File: src/rtl/riscv_pkg.sv
// Shared types and constants for the RV32I pipeline control logic.
package riscv_pkg;

  localparam int unsigned REG_W = 5;
  localparam int unsigned TO_W  = 16;
  localparam logic [REG_W-1:0] REG_X0 = 5'd0;

  typedef enum logic [1:0] {
    FWD_RF = 2'b00,
    FWD_W  = 2'b01,
    FWD_M  = 2'b10
  } fwd_sel_t;

  typedef enum logic [1:0] {
    IDLE  = 2'd0,
    BUSY  = 2'd1,
    FAULT = 2'd2
  } mem_state_t;

  // Operand source for one execute-stage operand; M is younger, so it wins over W.
  function automatic fwd_sel_t fwd_sel(input logic [REG_W-1:0] rs,
                                       input logic [REG_W-1:0] rd_m,
                                       input logic [REG_W-1:0] rd_w,
                                       input logic             we_m,
                                       input logic             we_w);
    if (we_m && (rd_m != REG_X0) && (rd_m == rs))
      return FWD_M;
    else if (we_w && (rd_w != REG_X0) && (rd_w == rs))
      return FWD_W;
    else
      return FWD_RF;
  endfunction

endpackage

File: src/rtl/hazard_ctrl_if.sv
// Data-memory handshake between the M stage, the control unit and data memory.
interface hazard_ctrl_if;
  logic mem_op_m;
  logic dmem_ack;
  logic dmem_req;

  modport master (input mem_op_m, input dmem_ack, output dmem_req);
  modport slave  (output mem_op_m, output dmem_ack, input dmem_req);
endinterface

File: src/rtl/hazard_ctrl_dmem_wait_fsm.sv
// Data-memory request/ack sequencer with a timeout watchdog that latches a fault.
module dmem_wait_fsm
  import riscv_pkg::*;
#(
  parameter int unsigned TIMEOUT_CYCLES = 255
) (
  input  logic clk,
  input  logic reset,
  input  logic mem_op_m,
  input  logic dmem_ack,
  output logic dmem_req,
  output logic mem_stall,
  output logic mem_fault
);

  localparam logic [TO_W-1:0] TO_LAST = TO_W'(TIMEOUT_CYCLES - 1);

  mem_state_t      state_q;
  logic [TO_W-1:0] cnt_q;

  // State and timeout counter; FAULT is left only through reset.
  always_ff @(posedge clk or posedge reset) begin
    if (reset) begin
      state_q <= IDLE;
      cnt_q   <= '0;
    end else begin
      case (state_q)
        IDLE: begin
          if (mem_op_m && !dmem_ack) begin
            state_q <= BUSY;
            cnt_q   <= '0;
          end
        end
        BUSY: begin
          if (dmem_ack)
            state_q <= IDLE;
          else if (cnt_q == TO_LAST)
            state_q <= FAULT;
          else
            cnt_q <= cnt_q + TO_W'(1);
        end
        FAULT:   state_q <= FAULT;
        default: state_q <= IDLE;
      endcase
    end
  end

  // The ack cycle itself never stalls, so M advances on the completing edge.
  always_comb begin
    dmem_req  = 1'b0;
    mem_stall = 1'b0;
    mem_fault = 1'b0;
    case (state_q)
      IDLE: begin
        dmem_req  = mem_op_m;
        mem_stall = mem_op_m && !dmem_ack;
      end
      BUSY: begin
        dmem_req  = 1'b1;
        mem_stall = !dmem_ack;
      end
      FAULT: begin
        mem_stall = 1'b1;
        mem_fault = 1'b1;
      end
      default: ;
    endcase
    if (reset) begin
      dmem_req  = 1'b0;
      mem_stall = 1'b0;
      mem_fault = 1'b0;
    end
  end

endmodule

File: src/rtl/hazard_ctrl.sv
// Five-stage pipeline control: forwarding, load-use/branch hazards, memory-wait stalls.
module hazard_ctrl
  import riscv_pkg::*;
#(
  parameter int unsigned TIMEOUT_CYCLES = 255,
  parameter int unsigned CNT_W          = 32
) (
  input  logic               clk,
  input  logic               reset,
  input  logic [REG_W-1:0]   rs1_d,
  input  logic [REG_W-1:0]   rs2_d,
  input  logic [REG_W-1:0]   rs1_e,
  input  logic [REG_W-1:0]   rs2_e,
  input  logic [REG_W-1:0]   rd_e,
  input  logic               load_e,
  input  logic [REG_W-1:0]   rd_m,
  input  logic [REG_W-1:0]   rd_w,
  input  logic               reg_write_m,
  input  logic               reg_write_w,
  input  logic               pc_src_e,
  hazard_ctrl_if.master      mem_bus,
  output logic [1:0]         forward_a_e,
  output logic [1:0]         forward_b_e,
  output logic               stall_f,
  output logic               stall_d,
  output logic               stall_e,
  output logic               stall_m,
  output logic               flush_d,
  output logic               flush_e,
  output logic               flush_w,
  output logic               mem_fault,
  output logic [CNT_W-1:0]   stall_cnt
);

  logic             mem_stall;
  logic             lw_stall;
  logic             lw_eff;
  logic [CNT_W-1:0] stall_cnt_q;

  dmem_wait_fsm #(
    .TIMEOUT_CYCLES (TIMEOUT_CYCLES)
  ) u_dmem_wait (
    .clk       (clk),
    .reset     (reset),
    .mem_op_m  (mem_bus.mem_op_m),
    .dmem_ack  (mem_bus.dmem_ack),
    .dmem_req  (mem_bus.dmem_req),
    .mem_stall (mem_stall),
    .mem_fault (mem_fault)
  );

  always_comb begin
    forward_a_e = 2'(fwd_sel(rs1_e, rd_m, rd_w, reg_write_m, reg_write_w));
    forward_b_e = 2'(fwd_sel(rs2_e, rd_m, rd_w, reg_write_m, reg_write_w));
  end

  assign lw_stall = load_e && (rd_e != REG_X0) && ((rd_e == rs1_d) || (rd_e == rs2_d));

  // A taken branch squashes the load-use consumer anyway, so it overrides lw_stall.
  assign lw_eff = lw_stall && !pc_src_e;

  // A memory wait freezes everything; D/E hazards are re-evaluated after release.
  always_comb begin
    stall_f = 1'b0;
    stall_d = 1'b0;
    stall_e = 1'b0;
    stall_m = 1'b0;
    flush_d = 1'b0;
    flush_e = 1'b0;
    flush_w = 1'b0;
    if (reset) begin
      stall_f = 1'b0;
    end else if (mem_stall) begin
      stall_f = 1'b1;
      stall_d = 1'b1;
      stall_e = 1'b1;
      stall_m = 1'b1;
      flush_w = 1'b1;
    end else begin
      stall_f = lw_eff;
      stall_d = lw_eff;
      flush_d = pc_src_e;
      flush_e = pc_src_e || lw_eff;
    end
  end

  // Saturating count of front-end stall cycles.
  always_ff @(posedge clk or posedge reset) begin
    if (reset)
      stall_cnt_q <= '0;
    else if (stall_f && (stall_cnt_q != '1))
      stall_cnt_q <= stall_cnt_q + CNT_W'(1);
  end

  assign stall_cnt = stall_cnt_q;

endmodule

File: src/flat_wrapper.sv
// flat-port wrapper written by rule: the top's interface ports become plain ports
module hazard_ctrl_flat import riscv_pkg::*;
#(
  parameter int unsigned TIMEOUT_CYCLES = 255,
  parameter int unsigned CNT_W          = 32
)
  (clk, reset, rs1_d, rs2_d, rs1_e, rs2_e, rd_e, load_e, rd_m, rd_w, reg_write_m, reg_write_w, pc_src_e, forward_a_e, forward_b_e, stall_f, stall_d, stall_e, stall_m, flush_d, flush_e, flush_w, mem_fault, stall_cnt, mem_bus_mem_op_m, mem_bus_dmem_ack, mem_bus_dmem_req);
  hazard_ctrl_if mem_bus_i ();
  input  logic clk;
  input  logic reset;
  input  logic [REG_W-1:0] rs1_d;
  input  logic [REG_W-1:0] rs2_d;
  input  logic [REG_W-1:0] rs1_e;
  input  logic [REG_W-1:0] rs2_e;
  input  logic [REG_W-1:0] rd_e;
  input  logic load_e;
  input  logic [REG_W-1:0] rd_m;
  input  logic [REG_W-1:0] rd_w;
  input  logic reg_write_m;
  input  logic reg_write_w;
  input  logic pc_src_e;
  output logic [1:0] forward_a_e;
  output logic [1:0] forward_b_e;
  output logic stall_f;
  output logic stall_d;
  output logic stall_e;
  output logic stall_m;
  output logic flush_d;
  output logic flush_e;
  output logic flush_w;
  output logic mem_fault;
  output logic [CNT_W-1:0] stall_cnt;
  input wire logic [$bits(mem_bus_i.mem_op_m)-1:0] mem_bus_mem_op_m;
  input wire logic [$bits(mem_bus_i.dmem_ack)-1:0] mem_bus_dmem_ack;
  output wire logic [$bits(mem_bus_i.dmem_req)-1:0] mem_bus_dmem_req;
  assign mem_bus_i.mem_op_m = mem_bus_mem_op_m;
  assign mem_bus_i.dmem_ack = mem_bus_dmem_ack;
  assign mem_bus_dmem_req = mem_bus_i.dmem_req;
  hazard_ctrl #(.TIMEOUT_CYCLES(TIMEOUT_CYCLES), .CNT_W(CNT_W)) u_core (.clk(clk), .reset(reset), .rs1_d(rs1_d), .rs2_d(rs2_d), .rs1_e(rs1_e), .rs2_e(rs2_e), .rd_e(rd_e), .load_e(load_e), .rd_m(rd_m), .rd_w(rd_w), .reg_write_m(reg_write_m), .reg_write_w(reg_write_w), .pc_src_e(pc_src_e), .mem_bus(mem_bus_i), .forward_a_e(forward_a_e), .forward_b_e(forward_b_e), .stall_f(stall_f), .stall_d(stall_d), .stall_e(stall_e), .stall_m(stall_m), .flush_d(flush_d), .flush_e(flush_e), .flush_w(flush_w), .mem_fault(mem_fault), .stall_cnt(stall_cnt));
endmodule
File: config.mk
export PLATFORM = sky130hd
export DESIGN_NAME = hazard_ctrl_flat
export DESIGN_NICKNAME = d
export VERILOG_FILES = /design/src/rtl/riscv_pkg.sv /design/src/rtl/hazard_ctrl_if.sv /design/src/rtl/hazard_ctrl_dmem_wait_fsm.sv /design/src/rtl/hazard_ctrl.sv /design/src/flat_wrapper.sv
export SDC_FILE = /design/constraint.sdc
export NUM_CORES = 1
export LEC_CHECK = 0
export ABC_AREA = 0
export BUFFER_PORTS_ARGS = -buffer_cell sky130_fd_sc_hd__buf_2
export CAP_MARGIN = 20
export CORE_MARGIN = 5
export CORE_UTILIZATION = 41
export DETAILED_ROUTE_END_ITERATION = 6
export GPL_ROUTABILITY_DRIVEN = 0
export PLACE_DENSITY = 0.65
export SKIP_LAST_GASP = 1
export SLEW_MARGIN = 10
export SYNTH_ARGS = -nofsm -noshare
export SYNTH_HDL_FRONTEND = slang
export SYNTH_HIERARCHICAL = 1
export SYNTH_SLANG_ARGS = --single-unit
export TNS_END_PERCENT = 100
File: constraint.sdc
create_clock -name clk -period 4.4 [get_ports clk]
set_clock_uncertainty 0.2 [all_clocks]
set_input_delay 0.44 -clock clk [delete_from_list [all_inputs] [get_ports clk]]
set_output_delay 0.44 -clock clk [all_outputs]
set_load 0.01 [all_outputs]
==> results of run 1 <==
-- layout by cell type (no fill, tap or decap), drive strengths merged, types with 2 or more instances in the layout --
cell type  netlist  routed
o211ai           3       3
o21a             4       4
or4              5       5
nand2           31      31
xor2            38      38
nor3            18      18
inv             16      17
mux2             2       2
ha               3       3
nor4b            2       2
nand2b           2       2
and2b            2       2
a41oi            2       2
or3              4       4
and3             4       4
o22ai            2       2
a31oi           13      13
o21ai            5       5
clkbuf           4       5
nor4            11      11
nand4b           2       2
and4             2       2
a21oi            6       6
a21o             3       3
dfrtp           50      50
buf              6      88
nand4           15      15
xnor2           23      23
nor2            27      27
nand3           19      19
-- synth_stat cells, drive strengths merged --
cell type,n
nor3b,1
nand2b,2
nor2,27
nor4,11
nand2,31
xnor2,23
o22ai,2
nand4,15
or3,4
and2b,2
and2,1
o41ai,1
dfrtp,50
o21a,4
a211o,1
clkbuf,4
ha,3
o21ai,5
xor2,38
a31oi,13
o221ai,1
or4,5
a21oi,6
o211ai,3
nand4b,2
and4bb,1
inv,16
and4,2
nand3,19
a31o,1
nor2b,1
nor3,18
a21o,3
mux2,2
nor4b,2
a22o,1
and3,4
a41oi,2
mux2i,1
buf,6
-- sequential cells by signal, indices dropped and copies added, names as in the netlist --
name	cells
u_core/u_dmem_wait/state_q	2
u_core/stall_cnt	32
u_core/u_dmem_wait/cnt_q	16
-- through the flow --
stage | instances | hold WS, ns | total power [mW]
CTS | 519 | 0.0691 | 1.08
detailed placement | 511 | 0.291 | 0.737
finish | 519 | 0.0611 | 1.07
floorplan | 334 | 0.179 | 0.660
global placement | 511 | 0.280 | 0.734
global route | 519 | 0.114 | 1.12
-- tightest hold or removal path: cells and delay by family --
| family | cells | cell delay [ns] |
|---|---|---|
| buffers and inverters | 3 | 0.55 |
-- cell families after synthesis --
family | after synthesis | synth area share [%]
AOI/OAI and AO/OA | 43 | 10.3
xor gates and xnor gates | 61 | 17.3
adders and majority gates | 3 | 1.21
buffers and inverters | 26 | 3.85
DFF | 50 | 40.5
muxes | 3 | 1.05
and+or+nand+nor | 148 | 25.8
-- path summary, 6_finish.rpt --
kind | startpoint | end | cells after the start
worst max register to register | u_core/u_dmem_wait/state_q[1] | u_core/stall_cnt[23] | 8
worst min register to register | u_core/stall_cnt[22] | u_core/stall_cnt[22] | 1
min in group clk | u_core/stall_cnt[22] | u_core/stall_cnt[22] | 1
worst min-delay path | reset | u_core/stall_cnt[7] | 3
max in group asynchronous | reset | u_core/u_dmem_wait/cnt_q[10] | 2
worst max-delay path | u_core/u_dmem_wait/state_q[1] | stall_f | 7
-- per-layer routing --
| layer | track usage, % | up-vias | routed length (um) |
|---|---|---|---|
| met5 | 0 | - | 0 |
| met4 | 4.10 | 0 | 142 |
| met3 | 3.67 | 17 | 341 |
| met2 | 27.4 | 53 | 3860 |
| met1 | 20.3 | 1348 | 3300 |
| li1 | - | 1363 | - |
-- power breakdown --
| part | switching [mW] | internal [mW] | total [mW] |
|---|---|---|---|
| clock | 0.167 | 0.173 | 0.340 |
| combinational | 0.101 | 0.0872 | 0.188 |
| sequential | 0.0504 | 0.490 | 0.540 |
| total | 0.319 | 0.751 | 1.07 |
-- layout make-up --
class                           instances  area share (%)
Sequential cell                        50            33.7
Clock buffer                            5            1.85
Timing Repair Buffer                   88            11.9
Inverter                               16            1.62
Clock inverter                          3            1.31
Tap cell                               99            3.33
Multi-Input combinational cell        258            46.3
==> qor.yml, run 1 <==
synth_area_um2: 3090
ir_drop_v: 0.000206
yosys_warnings: 6
worst_slack_ns: 1.58
cts_hold_buffers: 0
fin_crit_sh_pct: 64.1
grt-ovfl-total: 0
critPathMaxStageDelay_ns: 0.47
grt_max_degree: 33
maxCapViolations: 0
endpoint_kind: "output port"
synth_seq_cells: 50
hpwl_mm: 5.87
reg2reg_slack_ns: 1.61
fin_setup_tns_ns: 0
clock-root-buffer: "clkbuf_8"
cp.arrival_ns: 2.18
routed_wl_mm: 7.65
yosysTopAreaCell: "dfrtp_1"
port_buffers: 87
crit_family: "simple AND/OR/NAND/NOR gates"
clockBufferDepth: 2
final_core_util_pct: 51.0
worstSetupStartpointType: "flop"
post-route-min-period_ns: 2.82
postCtsResizedCells: 0
worstMarginPinSlew_ns: 1.02
numCtsBuffers: 5
synth_top_cell_area_share_pct: 40.5
area_delta_synth_final_pct: 20.2
synth_area_per_cell_um2: 9.25
critical_path_class: "reg2out"
core_area_um2: 7290
syn-num-nets: 380
row_count: 31
syn_inst: 334
clock-sinks: 50
h-tree-depth: 2
num-fill-cells: 714
power_density_nw_per_um2: 288
drive_above_1_share_pct: 27.1
grt_pass1_wl_mm: 13.0
die_x_um: 96.8
post_drt_via_cell_ratio: 5.36
hold_class: "in2async"
insertedDiodeCount: 0
status: "complete, no violations"
critPathBufInv: 2
p_leak_nw: 1.85
pin_count: 88
start_util_pct: 42.4
cp_slowest_cell: "or3_1"
cp.required_ns: 3.76
crit_chain: "or3_1 -> a21oi_1 -> and2b_2 -> inv_1 -> o221ai_4 -> and2_1 -> buf_2"
synth_cell_types: 50
post-place-ws_ns: 1.53
vias: 2781
hold_viol: 0
antenna_found_initial: 0
drc: 0
fin_area_um2: 3720
regArea_um2: 1250
clk_latency_ns: 0.31
path_max_fanout: 6
nets: 465
die_h_um: 96.8
ant_nets: 0
slew_violations: 0
rsz0062_at_grt: "false"
grt_pass1_vias: 2800
ys_seq_area_share_pct: 40.5
slew_headroom_pct: 31.5
setup_viol: 0
firstDrtPassIters: 4
wl_per_cell_um: 14.7
clk_pin_slew_worst_paths_ns: 0.11
dpl_cell_area_um2: 3600
multi_input_area_um2: 1720
drt_iter0_drc: 71
cts_tree: "done"
max_freq_mhz: 354
cts_setup_buffers: 0
grtUsageTotal_pct: 16.0
die_area_um2: 9370
synth_top_cells_by_area: "dfrtp_1 (40%), xor2_1 (11%), xnor2_1 (6.5%)"
Power figures use the tool's default switching activity.
==> run 2, diff against run 1 <==
- clock period: 4.4 -> 2.7 ns (I/O delays scaled with it)
==> qor.yml, run 2 (same netlist as run 1, synthesis figures left out) <==
critical_path_class: "reg2out"
ir_drop_v: 0.000274
slew_violations: 0
die_x_um: 96.8
ant_nets: 0
drive_above_1_share_pct: 28.3
routed_wl_mm: 7.55
port_buffers: 87
grtUsageTotal_pct: 16.1
place_inst: 516
start_util_pct: 42.4
cts_tree: "done"
p_leak_nw: 1.88
hpwl_mm: 5.84
antenna_found_initial: 0
rsz0062_at_grt: "false"
endpoint_kind: "output port"
ff2ff_path_depth: 9
crit_family: "simple AND/OR/NAND/NOR gates"
drt_iter0_drc: 78
grt-ovfl-total: 0
worstMarginPinSlew_ns: 0.713
critPathBufInv: 2
pin_count: 88
grt_pass1_wl_mm: 13.0
cp.depth: 7
area_delta_synth_final_pct: 21.9
clk_pin_slew_worst_paths_ns: 0.09
clock-root-buffer: "clkbuf_8"
post-place-ws_ns: 0.224
power_density_nw_per_um2: 445
path_max_fanout: 5
die_area_um2: 9370
layout_commonest_cell: "buf_2"
row_count: 31
worst_slack_ns: 0.153
grt_pass1_vias: 2871
cp-endpoint: "stall_d"
h-tree-depth: 2
reg2reg_slack_ns: 0.22
maxCapViolations: 0
insertedDiodeCount: 0
hold_class: "in2reg"
fin_crit_sh_pct: 94.3
fin_setup_tns_ns: 0
clockBufferDepth: 2
firstDrtPassIters: 4
max_freq_mhz: 393
largest_reg_flops: 32
die_h_um: 96.8
cp.required_ns: 2.23
nets: 473
post-route-min-period_ns: 2.55
clock-sinks: 50
stdcell_count: 527
status: "complete, no violations"
worstSetupStartpointType: "flop"
crit_chain: "or3_1 -> a21oi_1 -> and2b_2 -> inv_1 -> o221ai_4 -> and2_1 -> buf_2"
drc: 0
cp_slowest_cell: "dfrtp_1"
p_total_mw: 1.68
core_area_um2: 7290
r2r_end: "u_core/stall_cnt[17]"
clk_latency_ns: 0.31
slew_headroom_pct: 52.4
worstReg2RegStart: "u_core/u_dmem_wait/state_q[1]"
critPathMaxStageDelay_ns: 0.42
setup_viol: 0
post_drt_via_cell_ratio: 5.21
crit_path_start: "u_core/u_dmem_wait/state_q[1]"
numCtsBuffers: 5
cp.arrival_ns: 2.08
hold_viol: 0
vias: 2748
final_cell_mix: "buf_2 (87), dfrtp_1 (50), xor2_1 (38), nand2_1 (31), nor2_1 (27)"
wl_per_cell_um: 14.3
grt_max_degree: 33
run 2: worst min path at each step:
stage	start	end	slack, ns	cells after the start
after global placement	reset	u_core/stall_cnt[23]	0.25	3
after floorplan	reset	u_core/u_dmem_wait/cnt_q[0]	0.009	1
after global routing	mem_bus_dmem_ack	u_core/u_dmem_wait/state_q[1]	0.26	5
final	mem_bus_dmem_ack	u_core/u_dmem_wait/state_q[1]	0.25	5
after CTS	mem_bus_dmem_ack	u_core/u_dmem_wait/state_q[1]	0.24	5
after detailed placement	reset	u_core/stall_cnt[23]	0.25	3
run 2: metrics by stage:
step                      util [%]  hold WS (ns)  cell area (um^2)
after global routing          51.6         0.262              3770
after CTS                     51.4         0.238              3750
final                         51.6         0.254              3770
after global placement        49.9         0.252              3640
after detailed placement      49.9         0.251              3640
after floorplan                  -       0.00857              3090
run 2: worst reg2reg max path, stage by stage, from the launching register on:
cell	delay [ns]
dfrtp_1	0.42
or3_1	0.40
a21oi_1	0.21
and2b_2	0.22
inv_1	0.07
o221ai_4	0.09
o211ai_2	0.17
buf_4	0.22
nor3_1	0.25
xor2_1	0.17
run 2: repair_timing:
item                                   in CTS  in global routing
setup buffers                               0                  2
endpoints found under the hold margin      50                  0
setup endpoints to repair                   0                  1
hold buffers                                1                  0
resized for setup                           0                  0
run 2: per-layer routing:
layer	up-vias	GRT usage, %	wire (um)
li1	1378	-	-
met2	38	29.6	3970
met5	-	0	0
met1	1324	19.5	3270
met3	8	3.09	246
met4	0	3.46	66
run 2: cell type report:
type / count / area, um^2
Clock buffer: 7 / 96.3
Clock inverter: 1 / 8.76
Fill cell: 724 / 3530
Inverter: 16 / 60.1
Multi-Input combinational cell: 258 / 1720
Sequential cell: 50 / 1250
Tap cell: 99 / 124
Timing Repair Buffer: 96 / 505
run 2: power breakdown:
group	switching, mW	total (mW)	internal [mW]	leakage [nW]
logic	0.166	0.314	0.147	1.16
clock network	0.250	0.485	0.235	0.0544
registers	0.0791	0.878	0.798	0.663
total	0.495	1.68	1.18	1.88
